==> config.mk <==
export PLATFORM = sky130hd
export DESIGN_NAME = i2c_txn_sequencer
export DESIGN_NICKNAME = d
export VERILOG_FILES = /design/src/rtl/i2c_txn_sequencer.sv
export SDC_FILE = /design/constraint.sdc
export NUM_CORES = 1
export LEC_CHECK = 0
export ABC_AREA = 1
export BUFFER_PORTS_ARGS = -buffer_cell sky130_fd_sc_hd__buf_2
export CORE_MARGIN = 4
export CORE_UTILIZATION = 27
export DETAILED_ROUTE_END_ITERATION = 10
export HOLD_SLACK_MARGIN = 0.05
export SLEW_MARGIN = 25
export SYNTH_ARGS = -nofsm -noshare
export SYNTH_HDL_FRONTEND = slang
export SYNTH_SLANG_ARGS = --single-unit
==> constraint.sdc <==
create_clock -name i_clk -period 2.4 [get_ports i_clk]
set_input_delay 0.36 -clock i_clk [delete_from_list [all_inputs] [get_ports i_clk]]
set_output_delay 0.36 -clock i_clk [all_outputs]
set_load 0.01 [all_outputs]
==> src/rtl/i2c_txn_sequencer.sv <==
// i2c_txn_sequencer: runs single-register writes and repeated-start register
// reads on an i2c_master, sharing it round-robin between two requesters and
// returning one response (read data or error code) per transaction.
// Optional macro I2C_SEQ_RETRY_EN: a NACKed transaction is restarted from its
// first step up to RETRY_MAX times before the NACK is reported.
module i2c_txn_sequencer #(
  parameter int TIMEOUT_CYC = 4096,
  parameter int RETRY_MAX   = 2
) (
  input  logic        i_clk,
  input  logic        reset_n,
  input  logic [1:0]  req_valid,
  output logic [1:0]  req_ready,
  input  logic [1:0]  req_rw,
  input  logic [13:0] req_dev,
  input  logic [15:0] req_reg,
  input  logic [15:0] req_wdata,
  output logic        rsp_valid,
  output logic        rsp_id,
  output logic [1:0]  rsp_err,
  output logic [7:0]  rsp_rdata,
  output logic [7:0]  m_addr_cmd_data,
  output logic        m_start,
  output logic        m_stop,
  output logic        m_rw_data,
  input  logic [3:0]  m_status,
  input  logic [7:0]  m_data
);

  typedef enum logic [2:0] {IDLE, ISSUE, WAIT_ACC, WAIT_DONE, ERR, RESP} state_t;

  localparam logic [15:0] TIMEOUT_LAST = 16'(TIMEOUT_CYC - 1);

  // m_status fields
  logic nack_addr, nack_data, tx_busy, data_ready;
  assign {nack_addr, nack_data, tx_busy, data_ready} = m_status;

  state_t      state, next_state;
  logic [1:0]  step, next_step;
  logic        last_grant, owner, grant, do_grant;
  logic        lat_rw;
  logic [6:0]  lat_dev;
  logic [7:0]  lat_reg, lat_wdata, rdata_q;
  logic [1:0]  err_q, err_code;
  logic [15:0] timer;
  logic        timer_clr, capture, set_err;
  logic [6:0]  gdev;
  logic [7:0]  greg, gwdata;
`ifdef I2C_SEQ_RETRY_EN
  logic [7:0]  retry_cnt;
  logic        retry;
`endif

  // Byte presented to the master for each step; STOP carries no byte.
  function automatic logic [7:0] step_byte(input logic rw, input logic [6:0] dev,
                                           input logic [7:0] rg, input logic [7:0] wd,
                                           input logic [1:0] st);
    case (st)
      2'd0:    step_byte = {dev, 1'b0};
      2'd1:    step_byte = rg;
      2'd2:    step_byte = rw ? {dev, 1'b1} : wd;
      default: step_byte = 8'h00;
    endcase
  endfunction

  assign gdev   = grant ? req_dev[13:7]    : req_dev[6:0];
  assign greg   = grant ? req_reg[15:8]    : req_reg[7:0];
  assign gwdata = grant ? req_wdata[15:8]  : req_wdata[7:0];

  // Strobes come straight from ISSUE so reset silences them immediately.
  assign m_start   = (state == ISSUE) && ((step == 2'd0) || ((step == 2'd2) && lat_rw));
  assign m_rw_data = (state == ISSUE) && ((step == 2'd1) || ((step == 2'd2) && !lat_rw));
  assign m_stop    = (state == ISSUE) && (step == 2'd3);
  assign rsp_valid = (state == RESP);

  // State and step register.
  always_ff @(posedge i_clk or negedge reset_n) begin
    if (!reset_n) begin
      state <= IDLE;
      step  <= 2'd0;
    end else begin
      state <= next_state;
      step  <= next_step;
    end
  end

  // Arbitration, step sequencing, status evaluation and timeout decisions.
  always_comb begin
    next_state = state;
    next_step  = step;
    grant      = 1'b0;
    do_grant   = 1'b0;
    timer_clr  = 1'b0;
    capture    = 1'b0;
    set_err    = 1'b0;
    err_code   = 2'd0;
`ifdef I2C_SEQ_RETRY_EN
    retry      = 1'b0;
`endif
    case (state)
      IDLE: begin
        if (req_valid != 2'b00) begin
          do_grant   = 1'b1;
          grant      = (req_valid == 2'b11) ? ~last_grant : req_valid[1];
          next_state = ISSUE;
          next_step  = 2'd0;
        end
      end
      ISSUE: begin
        next_state = WAIT_ACC;
        timer_clr  = 1'b1;
      end
      WAIT_ACC: begin
        if (tx_busy) begin
          next_state = WAIT_DONE;
          timer_clr  = 1'b1;
        end else if (timer == TIMEOUT_LAST) begin
          next_state = ERR;
          set_err    = 1'b1;
          err_code   = 2'd3;
        end
      end
      WAIT_DONE: begin
        if (!tx_busy) begin
          if (nack_addr || nack_data) begin
            err_code = nack_addr ? 2'd1 : 2'd2;
`ifdef I2C_SEQ_RETRY_EN
            if (retry_cnt < 8'(RETRY_MAX)) begin
              retry      = 1'b1;
              next_state = ISSUE;
              next_step  = 2'd0;
            end else begin
              set_err    = 1'b1;
              next_state = ERR;
            end
`else
            set_err    = 1'b1;
            next_state = ERR;
`endif
          end else begin
            capture = lat_rw && (step == 2'd2) && data_ready;
            if (step == 2'd3) begin
              next_state = RESP;
            end else begin
              next_step  = step + 2'd1;
              next_state = ISSUE;
            end
          end
        end else if (timer == TIMEOUT_LAST) begin
          next_state = ERR;
          set_err    = 1'b1;
          err_code   = 2'd3;
        end
      end
      ERR:     next_state = RESP;
      RESP:    next_state = IDLE;
      default: next_state = IDLE;
    endcase
  end

  // Request latching, master byte, timer, read data, error and response registers.
  always_ff @(posedge i_clk or negedge reset_n) begin
    if (!reset_n) begin
      req_ready       <= 2'b00;
      last_grant      <= 1'b1;
      owner           <= 1'b0;
      lat_rw          <= 1'b0;
      lat_dev         <= 7'h00;
      lat_reg         <= 8'h00;
      lat_wdata       <= 8'h00;
      rdata_q         <= 8'h00;
      err_q           <= 2'd0;
      timer           <= 16'h0000;
      m_addr_cmd_data <= 8'h00;
      rsp_id          <= 1'b0;
      rsp_err         <= 2'd0;
      rsp_rdata       <= 8'h00;
`ifdef I2C_SEQ_RETRY_EN
      retry_cnt       <= 8'h00;
`endif
    end else begin
      req_ready <= 2'b00;
      if (do_grant) begin
        req_ready[grant] <= 1'b1;
        owner            <= grant;
        lat_rw           <= req_rw[grant];
        lat_dev          <= gdev;
        lat_reg          <= greg;
        lat_wdata        <= gwdata;
        rdata_q          <= 8'h00;
        err_q            <= 2'd0;
        m_addr_cmd_data  <= {gdev, 1'b0};
`ifdef I2C_SEQ_RETRY_EN
        retry_cnt        <= 8'h00;
`endif
      end else if ((next_state == ISSUE) && (next_step != 2'd3)) begin
        m_addr_cmd_data <= step_byte(lat_rw, lat_dev, lat_reg, lat_wdata, next_step);
      end
`ifdef I2C_SEQ_RETRY_EN
      if (retry) retry_cnt <= retry_cnt + 8'd1;
`endif
      if (timer_clr) timer <= 16'h0000;
      else if ((state == WAIT_ACC) || (state == WAIT_DONE)) timer <= timer + 16'd1;
      if (capture) rdata_q <= m_data;
      if (set_err) err_q <= err_code;
      if (next_state == RESP) begin
        rsp_id    <= owner;
        rsp_err   <= err_q;
        rsp_rdata <= ((err_q == 2'd0) && lat_rw) ? rdata_q : 8'h00;
      end
      if (state == RESP) last_grant <= owner;
    end
  end

endmodule

==> results of run 1 <==
## routing by layer
metal,routed length (µm),global-route usage [%]
met5,21,0
met4,179,3.690
met3,551,3.577
met2,4761,19.30
met1,5104,18.29
## report_power, final
part	total (mW)	switching, mW	internal, mW	leakage [nW]
registers	1.97	0.258	1.72	1.02
clock network	1.37	0.537	0.829	0.148
logic	2.24	1.50	0.748	1.42
total	5.58	2.29	3.29	2.59
## cell type report
| cell class | count | area (µm²) | share of cell area, % |
|---|---|---|---|
| Sequential cell | 78 | 1953 | 38.97 |
| Multi-Input combinational cell | 356 | 1762 | 35.15 |
| Timing Repair Buffer | 95 | 510.5 | 10.18 |
| Inverter | 67 | 256.5 | 5.117 |
| Clock buffer | 10 | 239.0 | 4.768 |
| Tap cell | 184 | 230.2 | 4.593 |
| Clock inverter | 6 | 61.31 | 1.223 |
## timing repair
item	in CTS	in global routing
endpoints found under the setup margin	0	0
hold endpoints to repair	29	0
hold buffers	1	0
## worst max-delay path: cells and delay by family (launching register included)
family                 cells  cell delay (ps)
buffers and inverters      2              370
and+or+nand+nor            2              580
DFF                        1              470
## through the flow
stage / utilization (%) / worst slack [ps] / instances / instance area (µm²) / hold WS, ps
6_report: 34.23 / 283.3 / 796 / 5012 / 218.4
5_1_grt: 34.23 / 119.3 / 796 / 5012 / 218.3
4_1_cts: 34.23 / 260.0 / 796 / 5012 / 207.2
3_5_place_dp: 32.11 / 458.1 / 779 / 4702 / 343.6
3_3_place_gp: 32.11 / 478.8 / 779 / 4702 / 335.2
2_1_floorplan: - / 779.9 / 516 / 4079 / 64.41
## cells by family (layout without fill, tap and decap cells)
group                    after synthesis  in the layout  synth area share (%)
buffers and inverters                 82            178                 8.926
flip-flops                            78             78                 47.88
AND/OR/NAND/NOR                      288            288                 32.76
adder cells (fa/ha/maj)                1              1                0.3067
XOR/XNOR                               1              1                0.2148
AO/OA/AOI/OAI                         66             66                 9.908
## cell usage in the layout (no fill, tap or decap), types with 4 or more instances in the layout
cell type  Yosys  final
o21ai_0       19     19
o22ai_1        8      8
nand2_1      155    155
dfrtp_1       77     77
clkbuf_16      0      9
nor2_4         5      5
nand3_1       54     54
buf_4          4      6
a21oi_1       13     13
a22oi_1        7      7
nor2_1        26     26
inv_1         52     52
nor3_1         5      5
buf_2          5     87
o211ai_1       8      8
nor2_2         8      8
inv_2         10     10
nand4_1        4      4
o21ai_1        4      4
nand2_2       21     21
nand3_2        4      4
## worst paths after layout
path	from	to	slack, ps
worst max-delay path	state[2]	m_rw_data	280
worst min-delay path	req_reg[3]	lat_reg[3]	220
worst max register to register	timer[1]	rsp_rdata[0]	460
worst min register to register	rsp_rdata[0]	rsp_rdata[0]	480
max in group asynchronous	reset_n	timer[14]	1280
min in group asynchronous	reset_n	lat_rw	510
## synthesized netlist by cell type
cell,number
a21o_1,1
nand4_1,4
nand4_2,1
o221ai_1,2
clkinv_1,3
nand3_2,4
ha_1,1
nor2_2,8
dfstp_2,1
buf_2,5
buf_4,4
nor3_2,1
nand2_2,21
nand2_4,2
dfrtp_1,77
inv_1,52
clkbuf_1,2
nor2_1,26
o31ai_2,1
nor2_4,5
o21ai_1,4
nand3_1,54
o22ai_1,8
buf_6,4
o211ai_1,8
o21ai_0,19
nor4_1,1
inv_4,2
a211oi_1,1
a21oi_2,1
nor3b_1,1
a21oi_1,13
xor2_1,1
o21a_1,1
nor3_1,5
nand2_1,155
a22oi_1,7
inv_2,10
==> flow_summary.json, run 1 <==
{
  "start_kind": "flop",
  "cts.sinks": 78,
  "cap_violations": 0,
  "ys_ff_latch": 78,
  "numCtsBuffers": 9,
  "period_needed_ps": 2117,
  "drv_slew": 0,
  "crit_path_end_kind": "primary output",
  "rsz0062_at_grt": "false",
  "largest_register": "timer",
  "detail_route.vias_per_cell": 4.497,
  "hold_violations": 0,
  "core-area_um2": 14640,
  "cts_root_buffer": "clkbuf_16",
  "synth_cells": 516,
  "required_ps": 2040,
  "io_buffer_count": 88,
  "routed_wirelength_mm": 10.62,
  "syn_nets": 581,
  "clkTransAtPathRegs_ps": 60,
  "design_power_total_mw": 5.582,
  "ant_nets": 0,
  "synth_warnings": 0,
  "largest_register_ffs": 16,
  "die_area_um2": 17140,
  "first_pass_iters": 4,
  "synth_area_leader_cell": "dfrtp_1",
  "fin_tns_setup_ps": 0,
  "cp_slowest_cell": "dfrtp_1",
  "drive_above_1_share_pct": 27.29,
  "status": "finished clean",
  "grt_pass1_wl_mm": 17.42,
  "min_path_cells": 3,
  "p_leak_nw": 2.585,
  "synthDistinctLibCells": 38,
  "grtUsageTotal_pct": 12.91,
  "cts_tree": "built",
  "initial_core_util_pct": 27.85,
  "die_h_um": 130.9,
  "dpl.hpwl_mm": 7.928,
  "vias": 3580,
  "min_path_type": "in2reg",
  "clockBufferDepth": 2,
  "drc": 0,
  "ir_drop_mv": 0.4559,
  "crit_top_cell": "nor3_1",
  "wl_per_cell_um": 13.34,
  "clk-insertion-delay-late_ps": 340,
  "crit_chain": "nor3_1 > inv_1 > nor3_1 > buf_2",
  "post_cts_resized": 0,
  "critPathKind": "reg2out",
  "arrival_ps": 1760,
  "io-pin-count": 89,
  "antenna_cells": 0,
  "skew_ps": 6.773,
  "ys_top_cells_by_area": "dfrtp_1 47%, nand2_1 14%, nand3_1 6.6%, inv_1 4.8%, nand2_2 3.2%",
  "slowest_delay_ps": 470,
  "cellPowerDensity_nw_per_um2": 1114,
  "initialDrtViolationCount": 215,
  "worstPathMaxFanout": 6,
  "grt_max_degree": 49,
  "rr_worst_depth": 12,
  "cts_setup_buffers": 0,
  "avgSynthCellArea_um2": 7.905,
  "synthToLayoutAreaGrowth_pct": 22.88,
  "synth_area_um2": 4079,
  "timing.fmax_ghz": 0.4724,
  "gp_congestion": 0.7900,
  "post-route-period-util_pct": 88.20,
  "tightestPinTransition_ps": 435.2,
  "slew_headroom_pct": 70.99,
  "grt_pass1_vias": 3567,
  "grt.overflow.total": 0,
  "ys_seq_area_share_pct": 47.88,
  "setup_violations": 0,
  "die_w_um": 130.9,
  "rows": 44,
  "nFillCells": 1605,
  "final_nets": 672,
  "cts_max_level": 3,
  "yosysTopAreaCellShare_pct": 47.24,
  "antenna_found_initial": 2
}
(Power assumes the default switching activity.)
==> inputs of run 2 (changes only) <==
- PLACE_DENSITY_LB_ADDON: unset -> 0.08
==> run 2 against run 1 <==
Against the previous run: critical path depth stayed put; die area stayed put; critical path type unchanged; highest routed layer is now met4; combinational power is 2% higher.
==> flow_summary.json, run 2 (same netlist as run 1, synthesis figures left out) <==
{
  "design_power_total_mw": 5.550,
  "post-route-period-util_pct": 90.51,
  "skew_ps": 9.112,
  "crit_path_end_kind": "primary output",
  "worstPathMaxFanout": 7,
  "grt.overflow.total": 0,
  "swShare_pct": 41.80,
  "period_needed_ps": 2172,
  "cap_violations": 0,
  "comb_power_share_pct": 41.2,
  "critPathKind": "reg2out",
  "tightestPinTransition_ps": 525.0,
  "final_nets": 672,
  "slowest_delay_ps": 460,
  "die_area_um2": 17140,
  "ant_nets": 0,
  "min_path_type": "in2reg",
  "cellPowerDensity_nw_per_um2": 1113,
  "arrival_ps": 1810,
  "fin_hold_ws_ps": 227.5,
  "stdcell_area_um2": 4986,
  "crit_chain": "nor3_1 > inv_1 > nor3_1 > buf_2",
  "cts.sinks": 78,
  "final_common_cell": "nand2_1",
  "nFillCells": 1590,
  "clockBufferDepth": 2,
  "rows": 44,
  "grt_pass1_vias": 3724,
  "crit_top_cell": "nor3_1",
  "slew_headroom_pct": 64.73,
  "fin_tns_setup_ps": 0,
  "largest_register_ffs": 16,
  "internal-power_mw": 3.230,
  "gp_congestion": 0.7813,
  "setup_violations": 0,
  "rsz0062_at_grt": "false",
  "stdcell_count": 796,
  "cts_setup_buffers": 0,
  "status": "finished clean",
  "die_w_um": 130.9,
  "dp_cells": 779,
  "cts_tree": "built",
  "core-area_um2": 14640,
  "initial_core_util_pct": 27.85,
  "routed_wirelength_mm": 11.22,
  "p_sw_mw": 2.320,
  "clk-insertion-delay-late_ps": 340,
  "first_pass_iters": 4,
  "grt_pass1_wl_mm": 18.52,
  "io_buffer_count": 88,
  "cp_slowest_cell": "dfrtp_1",
  "drv_slew": 0,
  "ctsHoldBuffers": 1,
  "cts_max_level": 3,
  "detail_route.vias_per_cell": 4.585,
  "numCtsBuffers": 9,
  "mostFrequentLayoutCells": "155 x nand2_1, 87 x buf_2, 77 x dfrtp_1",
  "drc": 0,
  "grt_max_degree": 54,
  "hold_violations": 0,
  "critPathTopFamily": "simple AND/OR/NAND/NOR gates",
  "synthToLayoutAreaGrowth_pct": 22.24,
  "wl_per_cell_um": 14.10,
  "initialDrtViolationCount": 195,
  "clkTransAtPathRegs_ps": 60,
  "dpl-instance-area_um2": 4702,
  "die_h_um": 130.9,
  "antenna_found_initial": 0,
  "p_seq_share_pct": 35.8,
  "post_cts_resized": 0,
  "largest_register": "timer",
  "clockPowerShare_pct": 23.0,
  "start_kind": "flop",
  "io-pin-count": 89,
  "drive_above_1_share_pct": 26.80,
  "required_ps": 2040,
  "vias": 3650,
  "ir_drop_mv": 0.3783,
  "p_leak_nw": 2.574,
  "antenna_cells": 0,
  "cts_root_buffer": "clkbuf_16",
  "timing.fmax_ghz": 0.4604,
  "grtUsageTotal_pct": 14.06,
  "path_buf_inv": 2,
  "dpl.hpwl_mm": 8.558
}
-- run 2: cell types whose count changed in the layout (fill, tap and decap cells not counted) --
cell,before,now
clkbuf_1,0,3
clkbuf_8,1,2
clkinv_2,3,2
bufinv_16,1,0
clkinvlp_4,1,0
clkinv_4,1,0
-- run 2: final cells by class --
| class | instances | area [µm²] | area share [%] |
|---|---|---|---|
| multi-input cells | 356 | 1762 | 35.33 |
| repair buffers | 95 | 510.5 | 10.24 |
| clock inverters | 2 | 10.01 | 0.2008 |
| well taps | 184 | 230.2 | 4.617 |
| clock buffers | 14 | 264.0 | 5.295 |
| inverters | 67 | 256.5 | 5.144 |
| flip-flops and latches | 78 | 1953 | 39.17 |
-- run 2: routing by layer --
metal | part of all wire, % | track usage [%] | vias to the layer above
met3 | 5.5 | 4.228 | 18
li1 | - | - | 1843
met2 | 47 | 22.61 | 102
met1 | 46 | 18.12 | 1687
met5 | 0 | 0 | -
met4 | 1.7 | 4.658 | 0
-- run 2: path summary, 6_finish.rpt --
check / depth (start not counted) / start / slack (ps) / to
worst min-delay path: 3 / req_reg[1] / 230 / lat_reg[1]
worst max register to register: 11 / timer[1] / 430 / m_addr_cmd_data[7]
max in group asynchronous: 3 / reset_n / 1260 / last_grant
min in group asynchronous: 2 / reset_n / 480 / timer[5]
worst max-delay path: 4 / state[1] / 230 / m_rw_data
worst min register to register: 2 / rsp_rdata[2] / 470 / rsp_rdata[2]
-- run 2: worst min-delay path, stage by stage --
cell     delay (ps)
buf_2            70
nand2_1          40
nand3_1          50
-- run 2: per-stage QoR --
| step | util (%) | setup slack (ps) |
|---|---|---|
| floorplan | - | 779.9 |
| CTS | 34.05 | 250.0 |
| global route | 34.05 | 84.33 |
| detailed placement | 32.11 | 355.8 |
| global placement | 32.11 | 406.7 |
| finish | 34.05 | 227.7 |
-- run 2: power by group through the flow --
stage	Sequential, mW	Clock (mW)	Combinational [mW]
floorplan	1.97	0	1.67
global placement	2.02	0	2.33
detailed placement	2.01	0	2.34
CTS	1.99	1.32	2.34
global route	2.03	1.38	2.63
finish	1.99	1.28	2.29
==> inputs of run 3 (changes only) <==
- CTS_CLUSTER_DIAMETER: unset -> 60
- clock period: 2.4 -> 1.7 ns (I/O delays scaled with it)
==> run 3 against run 2 <==
Against the previous run: the flow now finishes with violations (setup timing); register-to-register slack lost 420 ps; die area unchanged; critical path depth up 2; via count rose by 6.0%; first-iteration DRC count down 17%; final area is 21% higher; hold slack worse by 110 ps; sequential power is 40% higher; global-route usage rose by 0.63 points; setup slack got worse by 280 ps; sequential cell count did not move; utilization up 7.3 points; critical path type unchanged; critical endpoint is now m_start.
==> flow_summary.json, run 3 (same netlist as run 1, synthesis figures left out) <==
{
  "stdcell_count": 868,
  "ir_drop_mv": 0.5678,
  "p_leak_nw": 3.055,
  "grt.overflow.total": 0,
  "fin_tns_setup_ps": -130.5,
  "fin_util_pct": 41.34,
  "die_area_um2": 17140,
  "synthToLayoutAreaGrowth_pct": 48.44,
  "drc": 0,
  "drive_above_1_share_pct": 41.52,
  "rr_worst_depth": 12,
  "dp_cells": 829,
  "die_h_um": 130.9,
  "critPathKind": "reg2out",
  "rsz0062_at_grt": "true",
  "grt_max_degree": 35,
  "r2r_setup_slack_ps": 10,
  "die_w_um": 130.9,
  "clk-insertion-delay-late_ps": 340,
  "crit_top_cell": "buf_6",
  "worst_slack_ps": -57.01,
  "antenna_cells": 0,
  "cts.sinks": 78,
  "r2r_end": "rsp_rdata[2]",
  "timing.fmax_ghz": 0.5692,
  "dpl-instance-area_um2": 5102,
  "clockBufferDepth": 2,
  "cts_max_level": 3,
  "arrival_ps": 1500,
  "gp_congestion": 0.8097,
  "mostFrequentLayoutCells": "144 x nand2_1, 85 x buf_2, 76 x dfrtp_1",
  "routed_wirelength_mm": 12.22,
  "cts_tree": "built",
  "drv_slew": 0,
  "period_needed_ps": 1757,
  "skew_ps": 6.292,
  "wl_per_cell_um": 14.08,
  "first_pass_iters": 4,
  "fin_hold_ws_ps": 116.4,
  "final_nets": 744,
  "slowest_delay_ps": 390,
  "crit_start": "state[1]",
  "setup_violations": 3,
  "r2r-start": "state[2]",
  "design_power_total_mw": 9.947,
  "hold_violations": 0,
  "slew_headroom_pct": 69.30,
  "worstPathMaxFanout": 6,
  "detail_route.vias_per_cell": 4.457,
  "vias": 3869,
  "grtUsageTotal_pct": 14.69,
  "multi_input_area_um2": 2090,
  "numCtsBuffers": 9,
  "crit_path_end_kind": "primary output",
  "tightestPinTransition_ps": 460.6,
  "crit_chain": "buf_6 > nor3_4 > inv_2 > buf_6 > nor2_4 > buf_6",
  "cts_root_buffer": "clkbuf_16",
  "final_common_cell": "nand2_1",
  "cp_slowest_cell": "dfrtp_1",
  "cap_violations": 0,
  "largest_register": "timer",
  "io-pin-count": 89,
  "grt_pass1_vias": 3924,
  "status": "finished with violations",
  "cellPowerDensity_nw_per_um2": 1643,
  "ant_nets": 0,
  "largest_register_ffs": 16,
  "dp_slack_ps": -67.27,
  "start_kind": "flop",
  "io_buffer_count": 88,
  "setup.worst_path.end": "m_start",
  "violations": "setup timing",
  "nFillCells": 1514,
  "initialDrtViolationCount": 162,
  "final-seq-area_um2": 1954,
  "rows": 44,
  "worstHoldStart": "req_reg[7]",
  "core-area_um2": 14640,
  "initial_core_util_pct": 27.85,
  "min_path_type": "in2reg",
  "grt_pass1_wl_mm": 19.35,
  "antenna_found_initial": 0,
  "clkTransAtPathRegs_ps": 60,
  "stdcell_area_um2": 6055,
  "dpl.hpwl_mm": 9.092,
  "post-route-period-util_pct": 103.4,
  "required_ps": 1440
}
run 3: cell count changes in the layout (fill, tap and decap cells not counted), moves of 9 or more:
cell	change
nand2_1	-11
buf_4	+55
buf_6	+10
nand3_2	+13
nor2_4	+9
nand3_1	-16
run 3: metal layers:
metal | global-route usage, % | wire [µm] | part of all wire [%] | vias up
li1 | - | - | - | 2000
met1 | 19.16 | 5629 | 46 | 1774
met2 | 23.90 | 5875 | 48 | 81
met3 | 3.740 | 497 | 4.1 | 14
met4 | 4.779 | 218 | 1.8 | 0
met5 | 0 | 0 | 0 | -
run 3: worst min-delay path by stage:
stage                       to  slack [ps]  cells after the start
finish              lat_reg[7]         120                      3
global route        lat_reg[2]         120                      3
CTS                 lat_reg[7]         100                      3
detailed placement    err_q[0]         250                      1
global placement    rsp_err[1]         240                      1
floorplan             err_q[0]         -40                      0
run 3: power by group:
part | internal, mW | total, mW | switching, mW
clock | 1.43 | 2.23 | 0.798
sequential | 2.42 | 2.79 | 0.365
combinational | 2.14 | 4.93 | 2.79
run 3: area by class of cell:
type                    count  area share [%]
well taps                 184           3.802
inverters                  67           4.505
clock buffers              10           3.782
clock inverters             6           1.819
flip-flops and latches     78           32.28
multi-input cells         357           34.51
repair buffers            165           19.18
repair inverters            1          0.1240
run 3: critical path, delay by kind of cell, from the launching register on:
family	cells	cell delay, ps
buffers and inverters	4	480
AND/OR/NAND/NOR	2	300
flip-flops	1	390
run 3: timing repair:
action	CTS	global route
pin swaps	5	22
cloned	0	3
endpoints found under the hold margin	30	0
setup buffers	6	13
hold buffers	1	0
setup endpoints to repair	31	46
gates resized for setup	25	71
